--- src/rtl/weight_load_ctrl.sv ---
// rtl/weight_load_ctrl.sv - weight RAM load / kernel read-sweep controller
module weight_load_ctrl #(
    parameter int          pWEIGHT_DATA_WIDTH = 64,
    parameter logic [31:0] pWEIGHT_BASE_ADDR  = 32'h4000_0000,
    parameter int          pKERNEL_NUM        = 1024,
    parameter int          pBLOCK_RAM_NUM     = 8,
    localparam int         CW = $clog2(pKERNEL_NUM) + 1,
    localparam int         AW = $clog2(pKERNEL_NUM),
    localparam int         WW = (pBLOCK_RAM_NUM > 1) ? $clog2(pBLOCK_RAM_NUM) : 1
) (
    input  logic                          clk,
    input  logic                          rst,
    input  logic                          load_start,
    input  logic [CW-1:0]                 load_num,
    input  logic                          s_valid,
    output logic                          s_ready,
    input  logic [pWEIGHT_DATA_WIDTH-1:0] s_data,
    output logic                          wr_en,
    output logic [31:0]                   weight_addr,
    output logic [pWEIGHT_DATA_WIDTH-1:0] weight_data,
    input  logic                          run_start,
    input  logic [CW-1:0]                 run_num,
    input  logic                          run_en,
    output logic [AW-1:0]                 kernel_addr,
    output logic                          kernel_valid,
    output logic                          kernel_last,
    output logic                          busy,
    output logic                          done,
    output logic                          err
);

    typedef enum logic [1:0] {S_IDLE, S_LOAD, S_RUN, S_DONE} state_t;

    state_t                        state_q, state_d;
    logic [WW-1:0]                 widx_q, widx_d;
    logic [AW-1:0]                 kidx_q, kidx_d;
    logic [CW-1:0]                 num_q, num_d;
    logic [AW-1:0]                 kernel_addr_q, kernel_addr_d;
    logic                          s_ready_q, s_ready_d;
    logic                          wr_en_q, wr_en_d;
    logic [31:0]                   weight_addr_q, weight_addr_d;
    logic [pWEIGHT_DATA_WIDTH-1:0] weight_data_q, weight_data_d;
    logic                          kernel_valid_q, kernel_valid_d;
    logic                          kernel_last_q, kernel_last_d;
    logic                          done_q, done_d;
    logic                          err_q, err_d;

    logic [CW-1:0] cnt_in;
    logic [CW-1:0] last_idx;
    logic          cnt_over;

    always_comb begin
        state_d        = state_q;
        widx_d         = widx_q;
        kidx_d         = kidx_q;
        num_d          = num_q;
        kernel_addr_d  = kernel_addr_q;
        s_ready_d      = 1'b0;
        wr_en_d        = 1'b0;
        weight_addr_d  = weight_addr_q;
        weight_data_d  = weight_data_q;
        kernel_valid_d = 1'b0;
        kernel_last_d  = 1'b0;
        err_d          = err_q;

        // load wins over run when both start pulses land together
        cnt_in   = load_start ? load_num : run_num;
        cnt_over = (cnt_in > CW'(pKERNEL_NUM));
        last_idx = num_q - CW'(1);

        case (state_q)
            S_IDLE: begin
                if (load_start || run_start) begin
                    num_d         = cnt_over ? CW'(pKERNEL_NUM) : cnt_in;
                    err_d         = cnt_over;
                    widx_d        = '0;
                    kidx_d        = '0;
                    kernel_addr_d = '0;
                    if (cnt_in == '0) begin
                        state_d = S_DONE;
                    end else if (load_start) begin
                        state_d   = S_LOAD;
                        s_ready_d = 1'b1;
                    end else begin
                        state_d = S_RUN;
                    end
                end
            end
            S_LOAD: begin
                s_ready_d = s_ready_q;
                // s_ready low inside LOAD means the final write is on the bus now
                if (!s_ready_q) begin
                    state_d = S_DONE;
                end else if (s_valid) begin
                    wr_en_d       = 1'b1;
                    weight_data_d = s_data;
                    weight_addr_d = pWEIGHT_BASE_ADDR + 32'(kidx_q);
                    if (widx_q == WW'(pBLOCK_RAM_NUM - 1)) begin
                        widx_d = '0;
                        kidx_d = kidx_q + AW'(1);
                        if ({1'b0, kidx_q} == last_idx) begin
                            s_ready_d = 1'b0;
                        end
                    end else begin
                        widx_d = widx_q + WW'(1);
                    end
                end
            end
            S_RUN: begin
                if (run_en) begin
                    kernel_valid_d = 1'b1;
                    if ({1'b0, kernel_addr_q} == last_idx) begin
                        kernel_last_d = 1'b1;
                        state_d       = S_DONE;
                    end else begin
                        kernel_addr_d = kernel_addr_q + AW'(1);
                    end
                end
            end
            default: begin
                state_d = S_IDLE;
            end
        endcase

        done_d = (state_d == S_DONE);
    end

    always_ff @(posedge clk) begin
        if (rst) begin
            state_q        <= S_IDLE;
            widx_q         <= '0;
            kidx_q         <= '0;
            num_q          <= '0;
            kernel_addr_q  <= '0;
            s_ready_q      <= 1'b0;
            wr_en_q        <= 1'b0;
            weight_addr_q  <= '0;
            weight_data_q  <= '0;
            kernel_valid_q <= 1'b0;
            kernel_last_q  <= 1'b0;
            done_q         <= 1'b0;
            err_q          <= 1'b0;
        end else begin
            state_q        <= state_d;
            widx_q         <= widx_d;
            kidx_q         <= kidx_d;
            num_q          <= num_d;
            kernel_addr_q  <= kernel_addr_d;
            s_ready_q      <= s_ready_d;
            wr_en_q        <= wr_en_d;
            weight_addr_q  <= weight_addr_d;
            weight_data_q  <= weight_data_d;
            kernel_valid_q <= kernel_valid_d;
            kernel_last_q  <= kernel_last_d;
            done_q         <= done_d;
            err_q          <= err_d;
        end
    end

    assign s_ready      = s_ready_q;
    assign wr_en        = wr_en_q;
    assign weight_addr  = weight_addr_q;
    assign weight_data  = weight_data_q;
    assign kernel_addr  = kernel_addr_q;
    assign kernel_valid = kernel_valid_q;
    assign kernel_last  = kernel_last_q;
    assign busy         = (state_q != S_IDLE);
    assign done         = done_q;
    assign err          = err_q;

endmodule

--- config.mk ---
export PLATFORM = sky130hd
export DESIGN_NAME = weight_load_ctrl
export DESIGN_NICKNAME = d
export VERILOG_FILES = /design/src/rtl/weight_load_ctrl.sv
export SDC_FILE = /design/constraint.sdc
export NUM_CORES = 1
export LEC_CHECK = 0
export BUFFER_PORTS_ARGS = -buffer_cell sky130_fd_sc_hd__buf_4
export CAP_MARGIN = 20
export CORE_MARGIN = 1
export CORE_UTILIZATION = 45
export DETAILED_ROUTE_END_ITERATION = 16
export GPL_TIMING_DRIVEN = 0
export PLACE_DENSITY_LB_ADDON = 0.08
export SLEW_MARGIN = 20
export SYNTH_ARGS = -nofsm -noshare
export SYNTH_HDL_FRONTEND = slang
export SYNTH_SLANG_ARGS = --single-unit
export TNS_END_PERCENT = 100
--- constraint.sdc ---
create_clock -name clk -period 5.2 [get_ports clk]
set_input_delay 0.26 -clock clk [delete_from_list [all_inputs] [get_ports clk]]
set_output_delay 0.26 -clock clk [all_outputs]
set_load 0.01 [all_outputs]
==> out/summary.txt <==
run status - complete, but fails checks
failing checks - DRC
Placed Area - 7000 um2
diodes inserted - 0
total power divided by cell area - 314 nW/um2
worst reg2reg startpoint - num_q[0]
relative max-transition margin - 47.3%
total number of nets in the final design - 1002
Detailed Route WL - 15300 um
fraction of final layout cells with drive strength greater than 1 - 26.6%
Starting Density - 46.8%
number of top-level design ports - 205
clock tree root buffer cell - sky130_fd_sc_hd__clkbuf_16
maximum level of the CTS H-tree - 4
kind of start point of the critical path - register
Post-DRT Antenna Nets - 0
detailed-router iteration count before antenna repair - 10
x dimension of the die - 111 um
count of hold buffers inserted by post-cts repair - 0
clock net sink count - 117
CP arrival - 3.51 ns
largest vdd supply drop - 0.221 mV
Vert. Die Dim - 111 um
post-layout instance area - 7580 um2
Via-to-Cell Ratio - 5.11
insertion delay of the later-clocked pin in the worst-skew pair - 0.41 ns
DIE AREA - 12400 um2
row cnt - 39
share of the yosys chip area belonging to registers - 43.5%
number of distinct library cell variants in the gate-level netlist after synthesis - 51
Min-Delay Path Depth - 3
number of buffers added by the clock tree synthesis step - 17
clock-pin slew of the registers on the worst-case setup and hold paths - 0.05 ns
gr usage total - 24.9%
Post-DP HPWL - 11600 um
# port buffers - 182
Clock Tree Buf Depth - 2
CORE AREA - 11500 um2
category of the critical setup timing path - reg -> reg
first-pass GRT wire length - 24700 um
global placement routability congestion - 0.959
Setup-failing EPs final - 0
unrepaired setup endpoints after global routing - no
most frequently used flop master after synthesis - sky130_fd_sc_hd__dfxtp_1
average detailed-routed wire length per instance - 14.4 um
period utilisation layout - 61.0%
post-CTS resize count - 0
number of enable-type register cells in the synthesized netlist - 0
number of warnings printed during yosys synthesis - 0
initial antenna violation count - 0
number of violations of the max-capacitance limit - 0
residual overflow from global routing - 0
register-to-register path setup slack - 2.03 ns
per-instance average area after synthesis - 7.87 um2
startpoint of the worst setup timing path - num_q[0]
number of buffers inserted to repair setup after CTS - 0
area growth from synthesis to final layout - 40.8%
Sum Neg Setup Slack - 0 ns
Final Max Tran Viols - 0
post-detailed-route DRC marker count - 12
Setup crit end - done
maximum frequency from static timing analysis - 315 MHz
Reg2Reg Capture Point - done
count of final hold-check violations - 0
CTS tree - built
Post-synth ARST share - 0%
maximum number of pins on one net before global-route repair - 17
total of flip-flops plus latches after synthesis - 117
class of the worst hold path - in -> reg
final period demand of the worst path - 3.17 ns
leakage power - 0.00314 uW
post-synthesis cell area - 5380 um2
total vias in the final route - 5427
crit path max fanout - 10
Setup Skew - 0.00432 ns
Required @ worst endpoint - 5.54 ns
number of cells produced by synthesis - 684
Worst setup EP type - register
post-route worst hold slack - 0.0911 ns
transition time at the pin with the least slew margin - 0.782 ns
initial drt markers - 389
number of cells on the worst reg-to-reg path - 10
vias in the first global route - 5157
## state kept, by name (all words and copies together), names as in the netlist
signal and flops:
weight_addr 11, kidx_q 10, s_ready 1, weight_data 64
state_q 2, widx_q 3, wr_en 1, done 1
kernel_last 1, err 1, kernel_valid 1, kernel_addr 10
num_q 11
## cells by family (layout without fill, tap and decap cells)
family | count (synthesis) | count (layout) | share of synthesized area [%]
AO/OA/AOI/OAI | 153 | 153 | 16.4
multiplexers | 15 | 15 | 2.79
adder cells (fa/ha/maj) | 5 | 5 | 1.16
buffers and inverters | 73 | 287 | 6.99
other | 1 | 21 | 0.0697
XOR/XNOR | 30 | 30 | 4.88
AND/OR/NAND/NOR | 290 | 290 | 24.2
flip-flops | 117 | 117 | 43.5
## cell usage after synthesis, types with 3 or more instances
cell	instances	share of area (%)
sky130_fd_sc_hd__or4_1	4	0.56
sky130_fd_sc_hd__inv_1	8	0.56
sky130_fd_sc_hd__nor2b_1	4	0.46
sky130_fd_sc_hd__buf_1	6	0.42
sky130_fd_sc_hd__a2111oi_0	4	0.65
sky130_fd_sc_hd__nor4_1	8	0.93
sky130_fd_sc_hd__buf_4	21	2.9
sky130_fd_sc_hd__ha_1	5	1.2
sky130_fd_sc_hd__nand2_1	180	13
sky130_fd_sc_hd__and3_1	4	0.46
sky130_fd_sc_hd__o211ai_1	8	1.1
sky130_fd_sc_hd__o22ai_1	6	0.70
sky130_fd_sc_hd__clkbuf_1	34	2.4
sky130_fd_sc_hd__nand3_1	9	0.84
sky130_fd_sc_hd__nand2b_1	7	0.81
sky130_fd_sc_hd__buf_6	3	0.63
sky130_fd_sc_hd__xor2_1	15	2.4
sky130_fd_sc_hd__mux2i_1	15	2.8
sky130_fd_sc_hd__nor2_1	32	2.2
sky130_fd_sc_hd__o21ai_0	20	1.9
sky130_fd_sc_hd__a21oi_1	98	9.1
sky130_fd_sc_hd__dfxtp_1	117	44
sky130_fd_sc_hd__nand4_1	6	0.70
sky130_fd_sc_hd__or3_1	13	1.5
sky130_fd_sc_hd__nor3_1	11	1.0
sky130_fd_sc_hd__xnor2_1	15	2.4
## report_power, final
group	internal [uW]	switching [uW]	leakage, uW
clock	716	406	0.000278
sequential	914	15.6	0.000945
combinational	151	178	0.00192
total	1780	600	0.00314
## layer usage
layer / routed length [um] / track usage (%) / share of wire, %
met5: 0 / 0 / 0
met4: 240 / 9.37 / 1.6
met1: 6610 / 29.8 / 43
met2: 7330 / 41.9 / 48
met3: 1110 / 7.84 / 7.2
## through the flow
stage	util, %	cells	setup WS (ns)	total power [uW]
after global placement	60.8	1029	2.12	1270
final	65.8	1061	2.03	2380
after global routing	65.8	1061	1.85	2470
after floorplan	-	704	2.49	1150
after detailed placement	60.8	1029	2.11	1270
after CTS	65.8	1061	2.10	2390
## critical path: stages, from the launching register on
cell and delay, ns:
sky130_fd_sc_hd__dfxtp_1 0.39, sky130_fd_sc_hd__inv_1 0.11, sky130_fd_sc_hd__ha_1 0.32, sky130_fd_sc_hd__or3b_1 0.40, sky130_fd_sc_hd__buf_6 0.15, sky130_fd_sc_hd__a2111oi_0 0.53
sky130_fd_sc_hd__o22ai_1 0.19, sky130_fd_sc_hd__nand4b_4 0.26, sky130_fd_sc_hd__o31ai_1 0.38, sky130_fd_sc_hd__o31ai_1 0.19, sky130_fd_sc_hd__nor2b_1 0.18
## worst min-delay path by stage
stage | startpoint | to
2_1_floorplan | s_data[0] | weight_data[0]
3_3_place_gp | weight_data[33] | weight_data[33]
3_5_place_dp | weight_data[55] | weight_data[55]
4_1_cts | s_data[15] | weight_data[15]
5_1_grt | s_data[20] | weight_data[20]
6_report | s_data[5] | weight_data[5]
## layout make-up
type	instances	area, um2
fill	1018	3940
multi-input combinational	514	2740
sequential	117	2340
timing repair buffer	182	1370
clock buffer	24	502
buffer	65	347
tap	143	179
clock inverter	8	72.6
inverter	8	30.0
## layout by cell type, fill, tap and decap left out, types with 9 or more instances in the layout
| cell | netlist | final |
|---|---|---|
| sky130_fd_sc_hd__buf_4 | 21 | 203 |
| sky130_fd_sc_hd__nand2_1 | 180 | 180 |
| sky130_fd_sc_hd__dfxtp_1 | 117 | 117 |
| sky130_fd_sc_hd__a21oi_1 | 98 | 98 |
| sky130_fd_sc_hd__clkbuf_1 | 34 | 36 |
| sky130_fd_sc_hd__nor2_1 | 32 | 32 |
| sky130_fd_sc_hd__conb_1 | 1 | 21 |
| sky130_fd_sc_hd__o21ai_0 | 20 | 20 |
| sky130_fd_sc_hd__clkbuf_16 | 0 | 17 |
| sky130_fd_sc_hd__xor2_1 | 15 | 15 |
| sky130_fd_sc_hd__xnor2_1 | 15 | 15 |
| sky130_fd_sc_hd__mux2i_1 | 15 | 15 |
| sky130_fd_sc_hd__or3_1 | 13 | 13 |
| sky130_fd_sc_hd__nor3_1 | 11 | 11 |
| sky130_fd_sc_hd__nand3_1 | 9 | 9 |
No activity file was read; power rests on OpenSTA's default activity.
